File: src/rtl/fetch_pkg.sv
// fetch_pkg: shared types and constants for the dual-issue fetch buffer.
package fetch_pkg;
    localparam int INST_W = 16;
    localparam int PAIR_PC_W = 16;
    localparam logic [INST_W-1:0] NOP_INST = 16'h0000;
    typedef struct packed {
        logic [INST_W-1:0]    inst1;
        logic [INST_W-1:0]    inst0;
        logic [PAIR_PC_W-1:0] pc;
    } inst_pair_t;
endpackage

File: src/rtl/fetchbuf_fifo.sv
// fetchbuf_fifo: circular queue of instruction pairs with flush and occupancy count.
module fetchbuf_fifo
    import fetch_pkg::*;
#(
    parameter int DEPTH = 4,
    localparam int AW = $clog2(DEPTH)
) (
    input  logic        clk,
    input  logic        rst_n,
    input  logic        flush,
    input  logic        push,
    input  logic        pop,
    input  inst_pair_t  wdata,
    output inst_pair_t  rdata,
    output logic [AW:0] count
);
    logic [AW-1:0] wr_ptr_q, wr_ptr_d, rd_ptr_q, rd_ptr_d;
    logic [AW:0]   count_q, count_d;
    inst_pair_t    mem_q [DEPTH];
    always_comb begin
        wr_ptr_d = flush ? '0 : wr_ptr_q + AW'(push);
        rd_ptr_d = flush ? '0 : rd_ptr_q + AW'(pop);
        count_d  = flush ? '0 : count_q + (AW+1)'(push) - (AW+1)'(pop);
    end
    always_ff @(posedge clk or negedge rst_n) begin
        if (!rst_n) begin
            wr_ptr_q <= '0;
            rd_ptr_q <= '0;
            count_q  <= '0;
        end else begin
            wr_ptr_q <= wr_ptr_d;
            rd_ptr_q <= rd_ptr_d;
            count_q  <= count_d;
        end
    end
    always_ff @(posedge clk) begin
        if (push && !flush) mem_q[wr_ptr_q] <= wdata;
    end
    assign rdata = mem_q[rd_ptr_q];
    assign count = count_q;
endmodule

File: src/rtl/fetch_buffer.sv
// fetch_buffer: sequential pair fetch, credit-limited queue, redirect flush.
// Define FETCHBUF_BYPASS_EN to forward a response straight to decode when the queue is empty.
module fetch_buffer
    import fetch_pkg::*;
#(
    parameter int              PC_W     = 16,
    parameter int              DEPTH    = 4,
    parameter logic [PC_W-1:0] RESET_PC = '0
) (
    input  logic              clk,
    input  logic              rst_n,
    output logic              imem_req,
    output logic [PC_W-1:0]   imem_addr,
    input  logic              imem_rvalid,
    input  logic [31:0]       imem_rdata,
    input  logic              fetch_next,
    input  logic              redirect,
    input  logic [PC_W-1:0]   redirect_pc,
    output logic              dec_valid,
    output logic [INST_W-1:0] dec_inst0,
    output logic [INST_W-1:0] dec_inst1,
    output logic [PC_W-1:0]   dec_pc,
    output logic              empty,
    output logic              full
);
    localparam int CW = $clog2(DEPTH) + 1;
    logic [PC_W-1:0] pc_q, pc_d, req_pc_q, req_pc_d;
    logic            inflight_q, inflight_d;
    logic [CW-1:0]   count;
    inst_pair_t      head, resp, pair;
    logic            rsp_ok, byp, pop_any, pop, push;
    fetchbuf_fifo #(.DEPTH(DEPTH)) u_fifo (
        .clk   (clk),
        .rst_n (rst_n),
        .flush (redirect),
        .push  (push),
        .pop   (pop),
        .wdata (resp),
        .rdata (head),
        .count (count)
    );
    // Only a response to a request we issued since reset counts; stale ones after reset are ignored.
    always_comb begin
        rsp_ok = imem_rvalid && inflight_q && !redirect;
        resp   = '{inst1: imem_rdata[31:16], inst0: imem_rdata[15:0], pc: PAIR_PC_W'(req_pc_q)};
`ifdef FETCHBUF_BYPASS_EN
        byp    = rsp_ok && (count == '0);
`else
        byp    = 1'b0;
`endif
        dec_valid  = (count != '0) || byp;
        pop_any    = fetch_next && dec_valid && !redirect;
        pop        = pop_any && !byp;
        push       = rsp_ok && !(byp && fetch_next);
        imem_req   = rst_n && !redirect &&
                     (({1'b0, count} + (CW+1)'(inflight_q)) < ((CW+1)'(DEPTH) + (CW+1)'(pop_any)));
        pair       = byp ? resp : head;
        dec_inst0  = dec_valid ? pair.inst0 : NOP_INST;
        dec_inst1  = dec_valid ? pair.inst1 : NOP_INST;
        dec_pc     = dec_valid ? PC_W'(pair.pc) : '0;
        pc_d       = redirect ? (redirect_pc & ~PC_W'(1)) : imem_req ? pc_q + PC_W'(2) : pc_q;
        req_pc_d   = imem_req ? pc_q : req_pc_q;
        inflight_d = imem_req;
    end
    always_ff @(posedge clk or negedge rst_n) begin
        if (!rst_n) begin
            pc_q       <= RESET_PC;
            req_pc_q   <= '0;
            inflight_q <= 1'b0;
        end else begin
            pc_q       <= pc_d;
            req_pc_q   <= req_pc_d;
            inflight_q <= inflight_d;
        end
    end
    assign imem_addr = pc_q;
    assign empty     = (count == '0);
    assign full      = (count == CW'(DEPTH));
endmodule

File: config.mk
export PLATFORM = sky130hd
export DESIGN_NAME = fetch_buffer
export DESIGN_NICKNAME = d
export VERILOG_FILES = /design/src/rtl/fetch_pkg.sv /design/src/rtl/fetchbuf_fifo.sv /design/src/rtl/fetch_buffer.sv
export SDC_FILE = /design/constraint.sdc
export NUM_CORES = 1
export LEC_CHECK = 0
export BUFFER_PORTS_ARGS = -buffer_cell sky130_fd_sc_hd__buf_2
export CORE_MARGIN = 2
export CORE_UTILIZATION = 57
export CTS_CLUSTER_SIZE = 24
export DETAILED_ROUTE_END_ITERATION = 12
export MAX_ROUTING_LAYER = met4
export PLACE_DENSITY = 0.9
export SETUP_SLACK_MARGIN = 0.05
export SKIP_CTS_REPAIR_TIMING = 1
export SYNTH_ARGS = -nofsm -noshare
export SYNTH_HDL_FRONTEND = slang
export SYNTH_SLANG_ARGS = --single-unit
File: constraint.sdc
create_clock -name clk -period 12.98 [get_ports clk]
set_clock_uncertainty 0.15 [all_clocks]
set_input_delay 0.649 -clock clk [delete_from_list [all_inputs] [get_ports clk]]
set_output_delay 0.649 -clock clk [all_outputs]
set_load 0.005 [all_outputs]
; ---- After elaboration in Yosys (flattened, before gate mapping)
; Memory sizes are Yosys's and may differ from the RTL's.
; Cells that the tools add are included.
; Widths: inputs -> output; s select.
[classes]
n_lt_le_gt_ge = 1
n_div = 0
mux = 10
addsub = 7
shift = 0
eq_ne = 1
n_mul = 0
reduce_logical = 11
bitwise = 0
[op_table]
columns = cell, n
row1 = $mux 16, 5
row2 = $add 16x2->16 const B, 1
row3 = $logic_and 1x1->1, 7
row4 = $add 2x1->2, 2
row5 = $add 3x1->4, 1
row6 = $add 3x1->4 const A, 1
row7 = $lt 4x4->1, 1
row8 = $mux 2, 2
row9 = $add 3x1->3, 1
row10 = $eq 3x3->1 const B, 1
row11 = $logic_not 3->1, 1
row12 = $mux 3, 1
row13 = $reduce_bool 3->1, 1
row14 = $sub 3x1->3, 1
row15 = $mux 1, 2
row16 = $reduce_bool 2->1, 1
row17 = $logic_not 1->1, 1
[totals]
latch_bits = 0
regBits = 40
memories = 1
ram_bits = 192
output_inout_bits = 68
mem_bits_ro = 0
[mem_list]
columns = memory, words, width, rd, rd_clocked_by_memory_dff, wr, line
row1 = u_fifo.mem_q, 4, 48, 1, 0, 1, fetchbuf_fifo.sv:19  ; inst_pair_t mem_q [DEPTH];

; ---- Logic depth before layout (Yosys ltp)
[depth]
ltp_word = 8
ltp_mapped = 10

; ---- Modules after synthesis
; A second synthesis with hierarchy kept.
[unflattened]
hier_cells = 486
area_unflattened_um2 = 9246.4
[modules_own_cells]
columns = mod, area_per_inst_um2, cells_per_inst, seq_area_each_um2, instances
row1 = fetchbuf_fifo, 7285.7, 280, 5940.7, 1
row2 = fetch_buffer, 1960.6, 206, 775.7, 1

; ---- Worst setup path before layout
; Ideal clock, no wire load.
[synth_path]
path_kind = input to register
startpoint = input redirect
endpoint = memory u_fifo.mem_q[1][10] (netlist bit), enable pin
required_time_ns = 12.310
path_slack_ns = 7.974
path_buffers = 0
t_arrival_ns = 4.337
path_stages = 3
cell_sequence = inv_1 nand3_1 nor3b_1
[synth_via]
elab_chain_cells = 5
[synth_lines]
columns = item, line
row1 = from (decl), fetch_buffer.sv:17  ; input logic redirect,
row2 = $logic_not 1->1 (*), "fetchbuf_fifo.sv:37, fetch_buffer.sv:44"
row3 = $logic_and 1x1->1, fetch_buffer.sv:44  ; rsp_ok = imem_rvalid && inflight_q && !redirect;
row4 = $logic_and 1x1->1 (*), fetchbuf_fifo.sv:37  ; if (push && !flush) mem_q[wr_ptr_q] <= wdata;
row5 = $mux 1 (*), fetchbuf_fifo.sv:37
row6 = $mux 1 (implied by the code) (*), fetchbuf_fifo.sv:37
row7 = to (decl), fetchbuf_fifo.sv:19
; Mark *: on every way between the ends. The rest lies on a longest branch, timed or not.

; ---- Worst setup path after layout
[layout_path]
startpoint = register u_fifo.count_q[1] (netlist: u_fifo.count[1])
endpoint = output imem_req
[layout_via]
elab_chain_cells = 6
word_cells_on_any_way = 7
classes_between = 2 x add/sub / 1 x order compare / 4 x reduce/logical
[layout_lines]
columns = item, line
row1 = from (decl), fetchbuf_fifo.sv:18  ; logic [AW:0] count_q, count_d;
row2 = from (signal assigned), fetchbuf_fifo.sv:33  ; count_q <= count_d;
row3 = $reduce_bool 3->1, fetch_buffer.sv:51  ; dec_valid = (count != '0) || byp;
row4 = $logic_and 1x1->1 (2 in series), fetch_buffer.sv:52  ; pop_any = fetch_next && dec_valid && !redirect;
row5 = $add 3x1->4, fetch_buffer.sv:56  ; (({1'b0, count} + (CW+1)'(inflight_q)) < ((CW+1)'(DEPTH) + (CW+1)'(pop_any)));
row6 = $lt 4x4->1 (*), fetch_buffer.sv:56
row7 = $logic_and 1x1->1 (*), fetch_buffer.sv:55  ; imem_req = rst_n && !redirect &&
row8 = to (decl), fetch_buffer.sv:12  ; output logic imem_req,
; Marks and branches as above.

==> impl_metrics.env <==
export IMPL_status="completed"
export IMPL_cts_sinks=226
export IMPL_coreArea_um2=15800
export IMPL_synth_edf_count=188
export IMPL_tightest_slew_ns=1.03
export IMPL_gp_congestion=0.873
export IMPL_rsz0062_at_grt="false"
export IMPL_topRoutingLayerUsed="met4"
export IMPL_dpl_instance_area_um2=9880
export IMPL_dr_total_vias=4882
export IMPL_syn_cell_area_um2=9100
export IMPL_crit_buf_inv=2
export IMPL_drive_above_1_share_pct=36.7
export IMPL_ant_nets=0
export IMPL_avgRoutedWirePerCell_um=20.6
export IMPL_critical_path_max_stage_delay_ns=0.98
export IMPL_grt_pass1_vias=5049
export IMPL_cts_root_buf="clkbuf_16"
export IMPL_synth_area_leader_cell="edfxtp_1"
export IMPL_cts_max_level=1
export IMPL_ys_flop_type="edfxtp_1"
export IMPL_diodes=0
export IMPL_fin_crit_sh_pct=33.4
export IMPL_start_util_pct=57.7
export IMPL_yosys_area_top_type_share_pct=62.0
export IMPL_cts_path_max_buffers=3
export IMPL_grt_max_degree=50
export IMPL_stdcell_area_um2=10600
export IMPL_drt_wl_total_um=17300
export IMPL_tritoncts="built"
export IMPL_dr_wl_met3_um=1240
export IMPL_grt_pass1_wl_um=26600
export IMPL_yosysWarnings=0
export IMPL_fin_util_pct=67.4
export IMPL_nFillCells=1049
export IMPL_die_w_um=130
export IMPL_tns_ns=0
export IMPL_drc=0
export IMPL_min_period_ns=4.33
export IMPL_power_density_nw_per_um2=172
export IMPL_grt_total_usage_pct=21.3
export IMPL_cp_end_kind="output port"
export IMPL_power_leakage_nw=3.86
export IMPL_nNetsFinal=670
export IMPL_ys_ff_latch=226
export IMPL_antenna_found_initial=0
export IMPL_synth_yosys_seq_area_share_pct=72.5
export IMPL_hold_violations=0
export IMPL_cap_violations=0
export IMPL_setup_viol=0
export IMPL_fmax_mhz=231
export IMPL_slowest_stage="nor3_4"
export IMPL_synthDistinctLibCells=43
export IMPL_wl_met2_um=8580
export IMPL_fp_dieArea_um2=17000
export IMPL_ir_drop_v=0.0000912
export IMPL_drtPass1Iterations=6
export IMPL_port_buffers=117
export IMPL_crit_arrival_ns=3.53
export IMPL_instances_no_fill=840
export IMPL_synth_most_common_cell="edfxtp_1"
export IMPL_dp_hpwl_um=10200
export IMPL_yosys_top_cells_area="edfxtp_1 62%, mux4_2 12%, dfrtp_1 10%"
export IMPL_clock_latency_ns=0.49
export IMPL_avgSynthCellArea_um2=18.7
export IMPL_max_slew_margin_pct=31.0
export IMPL_critPathMaxFanout=49
export IMPL_crit_type="reg -> out"
export IMPL_crit_chain="or3_4 > inv_2 > o41a_1 > nor3_4 > buf_2"
export IMPL_required_ns=12.18
export IMPL_drtIter0Drc=304
export IMPL_slew_violations=0
export IMPL_dp_cells=800
export IMPL_pin_count=121
export IMPL_wl_met1_um=7210
export IMPL_synth_commonest_cells="188 x edfxtp_1, 49 x and2_1, 47 x mux4_2"
export IMPL_critPathLaunchType="register"
export IMPL_area_growth_pct=16.8
export IMPL_overflow=0
export IMPL_cp_top_family="simple AND/OR/NAND/NOR gates"
export IMPL_die_y_um=130
export IMPL_synthCells=487
export IMPL_rows=46
export IMPL_ys_async_sr_fraction_pct=16.8
export IMPL_vias_per_cell=5.81
export IMPL_hold_class="in -> async"
export IMPL_cts_made_buffers=22
export IMPL_path_clk_slew_ns=0.06
[worst paths after layout]
path,startpoint,cells after the start,end,slack [ns]
setup / recovery,u_fifo.count[1],5,imem_req,8.65
hold / removal,rst_n,1,imem_addr[7],0.14
setup reg to reg,u_fifo.count[1],5,req_pc_q[15],9.50
hold reg to reg,req_pc_q[6],0,u_fifo.mem_q[3][6],0.37
max in group asynchronous,rst_n,1,u_fifo.rd_ptr_q[0],11.85
min in group clk,redirect_pc[4],3,imem_addr[4],0.21
[cell usage in the layout, fill, tap and decap left out, types with 9 or more instances in the layout]
cell type | synthesis | final
or4_1 | 11 | 11
nor2_1 | 15 | 14
mux4_2 | 47 | 47
and2_1 | 49 | 49
nand3_1 | 10 | 10
clkbuf_16 | 0 | 23
mux2_4 | 9 | 9
edfxtp_1 | 188 | 188
nand2_1 | 15 | 15
buf_2 | 7 | 117
dfrtp_1 | 38 | 36
[registers in the layout, summed over array words and instances (netlist names)]
name,count
u_fifo.wr_ptr_q,2
imem_addr,15
inflight_q,1
u_fifo.rd_ptr_q,2
req_pc_q,15
u_fifo.mem_q,188
u_fifo.count,3
[where the power goes]
group	total [mW]	switching, mW	internal [mW]
clock	0.645	0.257	0.388
sequential	0.895	0.0540	0.841
combinational	0.293	0.140	0.153
total	1.83	0.452	1.38
[cell type report]
class,count,area (um2),share of cell area [%]
tap,216,270,2.54
inverter,7,26.3,0.247
clock inverter,10,108,1.01
clock buffer,30,642,6.04
multi-input combinational,229,2360,22.2
sequential,226,6600,62.1
timing repair buffer,122,623,5.86
[kinds of logic after synthesis]
logic type / count (synthesis) / synth area share, %
DFF: 226 / 72.5
and+or+nand+nor: 126 / 8.08
muxes: 62 / 13.9
buffers and inverters: 33 / 1.80
AOI/OAI and AO/OA: 26 / 2.02
adders and majority gates: 9 / 1.32
xor gates and xnor gates: 4 / 0.385
other: 1 / 0.0412
[metal layers]
| metal | up-vias | global-route usage [%] |
|---|---|---|
| met2 | 203 | 34.8 |
| met1 | 2479 | 28.4 |
| met4 | 0 | 5.51 |
| li1 | 2171 | - |
| met3 | 29 | 3.69 |
| met5 | - | - |
[worst register-to-register path: cells and delay by family, from the launching register on]
kind                   cells  cell delay, ns
buffers and inverters      1            0.12
DFF                        1            0.45
muxes                      1            0.44
and+or+nand+nor            2            1.45
AOI/OAI and AO/OA          1            0.75
[stage by stage]
stage / hold WS (ns) / worst slack, ns / total power, mW
3_5_place_dp: 0.351 / 9.11 / 1.21
2_1_floorplan: 0.203 / 7.97 / 1.08
5_1_grt: 0.197 / 8.40 / 1.91
6_report: 0.136 / 8.65 / 1.83
3_3_place_gp: 0.339 / 9.20 / 1.19
4_1_cts: 0.152 / 8.61 / 1.85
Power figures use the tool's default switching activity.
